$ cat config.mk
export PLATFORM = sky130hd
export DESIGN_NAME = fetch_unit
export DESIGN_NICKNAME = d
export VERILOG_FILES = /design/src/rtl/fetch_unit.sv
export SDC_FILE = /design/constraint.sdc
export NUM_CORES = 1
export LEC_CHECK = 0
export ABC_AREA = 1
export CELL_PAD_IN_SITES_DETAIL_PLACEMENT = 1
export CELL_PAD_IN_SITES_GLOBAL_PLACEMENT = 1
export CORE_ASPECT_RATIO = 1.4
export CORE_UTILIZATION = 35
export CTS_CLUSTER_SIZE = 10
export DETAILED_ROUTE_END_ITERATION = 8
export GPL_ROUTABILITY_DRIVEN = 1
export PLACE_DENSITY_LB_ADDON = 0.1
export SETUP_SLACK_MARGIN = 0.05
export SYNTH_ARGS = -nofsm -noshare
export SYNTH_HDL_FRONTEND = slang
export SYNTH_SLANG_ARGS = --single-unit
$ cat constraint.sdc
create_clock -name clk -period 4.3 [get_ports clk]
set_clock_uncertainty 0.2 [all_clocks]
set_input_delay 0.86 -clock clk [delete_from_list [all_inputs] [get_ports clk]]
set_output_delay 0.86 -clock clk [all_outputs]
set_load 0.01 [all_outputs]
$ cat src/rtl/fetch_unit.sv
// Instruction fetch: owns the PC, issues imem requests, buffers words for decode.
// Optional FETCH_PERF_EN adds redirect_count and squash_count outputs.
module fetch_unit #(
  parameter logic [31:0] RESET_PC   = 32'h0000_0000,
  parameter int          FIFO_DEPTH = 2
) (
  input  logic        clk,
  input  logic        rst_n,
  output logic        imem_req,
  output logic [31:0] imem_addr,
  input  logic        imem_rvalid,
  input  logic [31:0] imem_rdata,
  output logic        instr_valid,
  input  logic        instr_ready,
  output logic [31:0] instr,
  output logic [31:0] instr_pc,
  output logic [31:0] pc_plus4,
  input  logic        pc_src,
  input  logic        jump,
  input  logic [15:0] branch_imm,
  input  logic [25:0] jump_target
`ifdef FETCH_PERF_EN
  ,
  output logic [31:0] redirect_count,
  output logic [31:0] squash_count
`endif
);

  localparam int AW = $clog2(FIFO_DEPTH);
  localparam logic [AW:0] DEPTH_C = (AW+1)'(FIFO_DEPTH);

  typedef enum logic [1:0] {
    IDLE,
    WAIT,
    SQUASH
  } state_t;

  state_t state, state_nxt;

  logic [31:0] fetch_pc, fetch_pc_nxt;
  logic [31:0] req_pc;
  logic [31:0] mem_pc  [FIFO_DEPTH];
  logic [31:0] mem_ins [FIFO_DEPTH];
  logic [AW-1:0] rd_ptr, wr_ptr;
  logic [AW:0]   count;
  logic [31:0] last_pc, last_ins;
  logic        accept, redirect, push;
  logic [31:0] br_off, target;

  // Outputs hold the last accepted word while the FIFO is empty
  assign instr_valid = (count != '0);
  assign instr       = instr_valid ? mem_ins[rd_ptr] : last_ins;
  assign instr_pc    = instr_valid ? mem_pc[rd_ptr]  : last_pc;
  assign pc_plus4    = instr_pc + 32'd4;
  assign imem_addr   = fetch_pc;

  assign accept   = instr_valid & instr_ready;
  assign redirect = accept & (pc_src | jump);
  assign br_off   = {{14{branch_imm[15]}}, branch_imm, 2'b00};
  assign target   = jump ? {pc_plus4[31:28], jump_target, 2'b00}
                         : pc_plus4 + br_off;

  always_comb begin
    state_nxt    = state;
    fetch_pc_nxt = fetch_pc;
    imem_req     = 1'b0;
    push         = 1'b0;
    unique case (state)
      IDLE: begin
        if (rst_n && !redirect && count < DEPTH_C) begin
          imem_req     = 1'b1;
          fetch_pc_nxt = fetch_pc + 32'd4;
          state_nxt    = WAIT;
        end
      end
      WAIT: begin
        if (imem_rvalid) begin
          push      = !redirect;
          state_nxt = IDLE;
        end else if (redirect) begin
          state_nxt = SQUASH;
        end
      end
      SQUASH: begin
        if (imem_rvalid) state_nxt = IDLE;
      end
      default: state_nxt = IDLE;
    endcase
    if (redirect) fetch_pc_nxt = target;
  end

  always_ff @(posedge clk or negedge rst_n) begin
    if (!rst_n) begin
      state    <= IDLE;
      fetch_pc <= RESET_PC;
      req_pc   <= RESET_PC;
    end else begin
      state    <= state_nxt;
      fetch_pc <= fetch_pc_nxt;
      if (imem_req) req_pc <= fetch_pc;
    end
  end

  always_ff @(posedge clk or negedge rst_n) begin
    if (!rst_n) begin
      rd_ptr   <= '0;
      wr_ptr   <= '0;
      count    <= '0;
      last_pc  <= '0;
      last_ins <= '0;
    end else begin
      if (redirect) begin
        rd_ptr <= '0;
        wr_ptr <= '0;
        count  <= '0;
      end else begin
        if (push)   wr_ptr <= wr_ptr + AW'(1);
        if (accept) rd_ptr <= rd_ptr + AW'(1);
        count <= count + (AW+1)'(push) - (AW+1)'(accept);
      end
      if (accept) begin
        last_pc  <= instr_pc;
        last_ins <= instr;
      end
    end
  end

  always_ff @(posedge clk) begin
    if (push) begin
      mem_pc[wr_ptr]  <= req_pc;
      mem_ins[wr_ptr] <= imem_rdata;
    end
  end

`ifdef FETCH_PERF_EN
  logic [31:0] drop_n;

  // Flushed entries exclude the accepted head; plus any discarded response
  always_comb begin
    drop_n = '0;
    if (redirect) drop_n = 32'(count) - 32'd1;
    if (imem_rvalid && ((state == WAIT && redirect) || state == SQUASH))
      drop_n = drop_n + 32'd1;
  end

  always_ff @(posedge clk or negedge rst_n) begin
    if (!rst_n) begin
      redirect_count <= '0;
      squash_count   <= '0;
    end else begin
      if (redirect) redirect_count <= redirect_count + 32'd1;
      squash_count <= squash_count + drop_n;
    end
  end
`endif

endmodule

Yosys cells after proc, flatten, opt, wreduce, memory -nomap -nowiden
Memories as Yosys holds them, arrays and structs flattened.
Index checks and enable logic that the tools add are counted.
{"block": "totals", "rom_bits": 0, "in_bits": 80, "wordCells": 59, "mem_count": 2, "mem_bits_rw": 128, "latchBits": 0, "output_inout_bits": 130, "register_bits": 134}
{"name": "mem_ins", "depth": 2, "width": 32, "rd": 1, "rd_clocked_by_memory_dff": 0, "write_ports": 1, "line_no": "43", "rtl": "logic [31:0] mem_ins [FIFO_DEPTH];"}
{"name": "mem_pc", "depth": 2, "width": 32, "rd": 1, "rd_clocked_by_memory_dff": 0, "write_ports": 1, "line_no": "42", "rtl": "logic [31:0] mem_pc [FIFO_DEPTH];"}
{"block": "op_classes", "bitwise_logic": 3, "n_eq_ne": 5, "multipliers": 0, "div_mod_pow": 0, "shift": 0, "mux": 22, "n_reduce_logical": 11, "n_lt_le_gt_ge": 1, "add_sub_neg": 7}
{"cell": "$mux W32", "count": 6}
{"cell": "$add A32 B3 Y32 const B", "count": 2}
{"cell": "$add A32 B32 Y32", "count": 1}
{"cell": "$mux W1", "count": 10}
{"cell": "$mux W2", "count": 5}
{"cell": "$reduce_bool A2 Y1", "count": 5}
{"cell": "$pmux W2 S3", "count": 1}
{"cell": "$ne A2 B2 Y1 const B", "count": 2}
{"cell": "$ne A3 B3 Y1 const B", "count": 1}
{"cell": "$reduce_and A3 Y1", "count": 1}
{"cell": "$add A1 B1 Y1 const B", "count": 2}
{"cell": "$add A2 B1 Y2", "count": 1}
{"cell": "$and A1 B1 Y1", "count": 2}
{"cell": "$eq A2 B1 Y1 const B", "count": 1}
{"cell": "$eq A2 B2 Y1 const B", "count": 1}
{"cell": "$logic_and A1 B1 Y1", "count": 2}
{"cell": "$logic_not A2 Y1", "count": 1}
{"cell": "$lt A2 B2 Y1 const B", "count": 1}
{"cell": "$reduce_and A2 Y1", "count": 1}
{"cell": "$sub A2 B1 Y2", "count": 1}
{"cell": "$logic_not A1 Y1", "count": 1}
{"cell": "$or A1 B1 Y1", "count": 1}

Depth between registers and ports, before layout
{"block": "logic_depth", "depth_word": 9, "ltp_mapped": 30, "ltp_nobuf": 29}

Worst setup path before layout
Ideal clock, no wire load.
{"block": "synth_path", "path_type": "input port to flip-flop", "from": "in pc_src", "to": "mem mem_ins[1][0] (enable)", "t_required_ps": 3612, "path_buffers": 0, "setup_time_ps": 488, "arrival_time_ps": 4234, "setup_slack_ps": -621, "path_stages": 5, "cell_sequence": "nor2_1 nor2_8 nor3_1 inv_1 nor2_1"}
{"block": "synth_between", "elab_chain_cells": 7}
{"element": "start: declaration", "line_no": "18", "rtl": "input logic pc_src,"}
{"element": "$or A1 B1 Y1", "line_no": "58", "rtl": "assign redirect = accept & (pc_src | jump);"}
{"element": "$and A1 B1 Y1", "line_no": "58"}
{"element": "$logic_not A1 Y1", "line_no": "78", "rtl": "push = !redirect;"}
{"element": "$mux W1", "line_no": "77", "rtl": "if (imem_rvalid) begin"}
{"element": "$mux W1", "line_no": "68", "rtl": "unique case (state)"}
{"element": "$mux W1", "line_no": "129", "rtl": "if (push) begin"}
{"element": "$mux W1 (implied by the code)", "line_no": "131", "rtl": "mem_ins[wr_ptr] <= imem_rdata;"}
{"element": "end: declaration", "line_no": "43"}
No other way between the ends.

Final worst setup path
{"block": "layout_path", "from": "reg rd_ptr", "to": "out pc_plus4[11]"}
{"block": "layout_between", "elab_chain_cells": 3}
{"element": "start: declaration", "line_no": "44", "rtl": "logic [AW-1:0] rd_ptr, wr_ptr;"}
{"element": "start signal: assignment", "line_no": "118", "rtl": "if (accept) rd_ptr <= rd_ptr + AW'(1);"}
{"element": "$mem_v2 Z2 W32"}
{"element": "$mux W32", "line_no": "53", "rtl": "assign instr_pc = instr_valid ? mem_pc[rd_ptr] : last_pc;"}
{"element": "$add A32 B3 Y32", "line_no": "54", "rtl": "assign pc_plus4 = instr_pc + 32'd4;"}
{"element": "end: declaration", "line_no": "17", "rtl": "output logic [31:0] pc_plus4,"}
No other way between the ends.

==> impl_metrics.csv <==
group,metric,value,unit
finish,nets,2174,
sta,worst_pin_slew,0.941,ns
cts,clk_latency,0.57,ns
routing,wl_met1,21500,um
run,maxCapViolCount,0,
sta,rsz0062_at_grt,"yes",
routing,wirelength,53000,um
floorplanning,fp.dieArea,41700,um2
sta,worst_slack,0.156,ns
critical_path,reg2reg_depth,28,
finish,drive_gt1_share,15.9,%
critical_path,r2r-end,"imem_addr[30]",
floorplanning,design.portCount,210,
cts,path_clk_slew,0.06,ns
critical_path,cp_slowest_cell,"clkdlybuf4s50_1",
synth,synth_seq_area_share,50.2,%
critical_path,crit_start,"rd_ptr",
cts,cts_tree,"done",
placement,dpl.hpwl,38800,um
hold_path,holdCritPathClass,"reg2reg",
synth,synth_top_area_share,26.8,%
critical_path,critPathCapture,"pc_plus4[11]",
cts,clock-sinks,262,
power_and_ir_drop,p_per_area,904,nW/um2
power_and_ir_drop,power,17.5,mW
routing,vias,13200,
floorplanning,start_util,35.6,%
floorplanning,fp.coreArea,40300,um2
critical_path,cp_top_family,"buffers and inverters",
critical_path,arrival,3.08,ns
routing,top_layer_used,"met4",
global_route,antenna_found_initial,0,
run_status,status,"complete, no violations",
critical_path,worst-path-buf-inv,5,
global_route,grt_max_degree,99,
routing,wire_per_inst,20.2,um
placement,dp_slack,-0.692,ns
sta,min_period,4.14,ns
critical_path,cp.depth,13,
floorplanning,die_y,241,um
synth,yosys-top-cells-area,"edfxtp_1 (27%), dfrtp_1 (23%), nand2_1 (16%)",
power_and_ir_drop,p_leak,8.56,nW
critical_path,worstSetupPathType,"reg2out",
synth,synthDistinctLibCells,47,
finish,area_growth,35.5,%
finish,num_antenna_cells,0,
sta,hold_viol,0,
critical_path,cpPeakStageDelay,0.52,ns
synth,synth_area,14300,um2
routing,drt_pass1_iterations,5,
cts,cts.htree.levels,1,
routing,met2_length,27600,um
critical_path,worst_ep_required_time,3.24,ns
synth,synth_edf_count,128,
cts,cts-root-buf,"clkbuf_16",
synth,synth.net_count,1867,
synth,ys_ff_latch,262,
synth,ys.warnings.count,0,
finish,layout_commonest_cell,"nand2_1",
sta,timing.fmax,241,MHz
sta,timing.slew.headroom,37.3,%
synth,avgSynthCellArea,8.18,um2
synth,synthArstFlopShare,51.1,%
cts,numCtsBuffers,31,
sta,post-route-period-util,96.4,%
placement,gp_congestion,0.892,
critical_path,crit_chain,"clkinv_4 -> buf_4 -> nand2_1 -> nand3_2 -> nand2_2 -> nor2_4 -> nand2_2 -> inv_1 -> nand2_1 -> nor2_1 -> xor2_1 -> inv_1 -> clkdlybuf4s50_1",
floorplanning,std_cell_rows,87,
critical_path,cp-start-kind,"flop",
routing,initialDrtViolationCount,608,
global_route,overflow,0,
routing,postRouteAntennaNets,0,
floorplanning,die_x,173,um
critical_path,r2r-start,"rd_ptr",
power_and_ir_drop,ir_worst_vdd,0.398,mV
routing,drc,0,
sta,setup_viol,0,
synth,synthCells,1751,
critical_path,worstSetupEndpointType,"output port",
cts,cts_buffer_depth,3,
synth,synth_ff_type,"dfrtp_1",
critical_path,ff2ff_setup_slack,0.20,ns
routing,wl_met3,1600,um
global_route,grt_pass1_vias,14200,
routing,via_per_inst,5.03,
placement,io_buffers,209,
critical_path,crit_path_max_fanout,5,
synth,synth.largest_area_cell,"edfxtp_1",
global_route,grtUsageTotal,25.4,%
sta,maxSlewViolCount,0,
global_route,grt_pass1_wl,81000,um
finish,final_cell_mix,"nand2_1 (587), clkdlybuf4s50_1 (189), inv_1 (167), o21ai_0 (151), dfrtp_1 (133)",
## worst min-delay path by stage
stage / from / endpoint / slack [ns] / cells after the start
3_5_place_dp: req_pc[8] / mem_pc[1][8] / 0.26 / 0
6_report: req_pc[8] / mem_pc[1][8] / 0.27 / 0
2_1_floorplan: req_pc[0] / mem_pc[0][0] / 0.24 / 0
5_1_grt: req_pc[26] / mem_pc[1][26] / 0.29 / 0
3_3_place_gp: req_pc[30] / mem_pc[1][30] / 0.25 / 0
4_1_cts: req_pc[8] / mem_pc[1][8] / 0.27 / 0
## through the flow
stage | hold slack, ns | utilization (%) | instances | TNS [ns] | cell area, um2
after detailed placement | 0.255 | 43.5 | 2522 | -3.10 | 17500
after CTS | 0.270 | 47.4 | 2609 | -0.0713 | 19100
after global routing | 0.288 | 48.2 | 2617 | -0.178 | 19400
after floorplan | 0.242 | - | 1751 | 0 | 14300
after global placement | 0.251 | 43.5 | 2522 | -2.25 | 17500
final | 0.271 | 48.2 | 2617 | 0 | 19400
## area by class of cell
type	instances	area [um2]
inverters	184	711
flip-flops and latches	262	7200
fillers	4800	20900
repair buffers	335	3310
well taps	534	668
clock buffers	54	882
multi-input cells	1243	6590
repair inverters	1	3.75
clock inverters	4	52.6
## where the power goes
group / internal [mW] / switching, mW
clock: 1.44 / 1.04
combinational: 4.56 / 6.47
sequential: 3.49 / 0.548
total: 9.49 / 8.06
## Yosys cell counts (2+ instances only)
library cell,instances
nand2_1,610
inv_1,171
o21ai_0,159
dfrtp_1,134
edfxtp_1,128
nor2_1,103
a21oi_1,66
nand3_1,59
xor2_1,37
ha_1,35
nand2_2,31
clkbuf_1,27
nor3_1,22
nand4_1,19
a31oi_1,16
buf_2,15
inv_2,12
nor2_2,11
a22oi_1,7
nor4_1,7
xnor2_1,7
buf_1,6
buf_4,6
buf_6,6
nor2_4,5
o21bai_1,5
a41oi_1,4
nand2_4,4
nand3_2,4
o211ai_1,4
o21ai_1,4
or2_2,4
a21boi_0,3
a32oi_1,3
a21o_1,2
buf_8,2
nor3_2,2
o311ai_0,2
## layer usage
metal / global-route usage (%) / vias to the layer above
li1: - / 6333
met1: 29.2 / 6462
met2: 47.8 / 262
met3: 2.46 / 95
met4: 11.3 / 0
met5: 0 / -
## state kept, by name (all words and copies together) (netlist names)
register	flops
mem_ins	64
mem_pc	64
imem_addr	32
last_ins	32
last_pc	32
req_pc	32
count	2
state	2
rd_ptr	1
wr_ptr	1
## cells by family (layout without fill, tap and decap cells)
kind of cell / count (synthesis) / after routing / synth area share (%)
DFF: 262 / 262 / 50.2
xor gates and xnor gates: 44 / 44 / 2.69
AOI/OAI and AO/OA: 280 / 280 / 10.7
adders and majority gates: 36 / 36 / 3.20
buffers and inverters: 246 / 578 / 7.22
and+or+nand+nor: 883 / 883 / 26.0
## timing repair
action | in CTS | in global routing
endpoints found under the hold margin | 18 | 0
pin swaps | 21 | 16
gates resized for setup | 78 | 86
setup endpoints to repair | 31 | 31
buffers inserted | 22 | 8
gates cloned | 6 | 0
hold buffers | 1 | 0
Power figures use the tool's default switching activity.
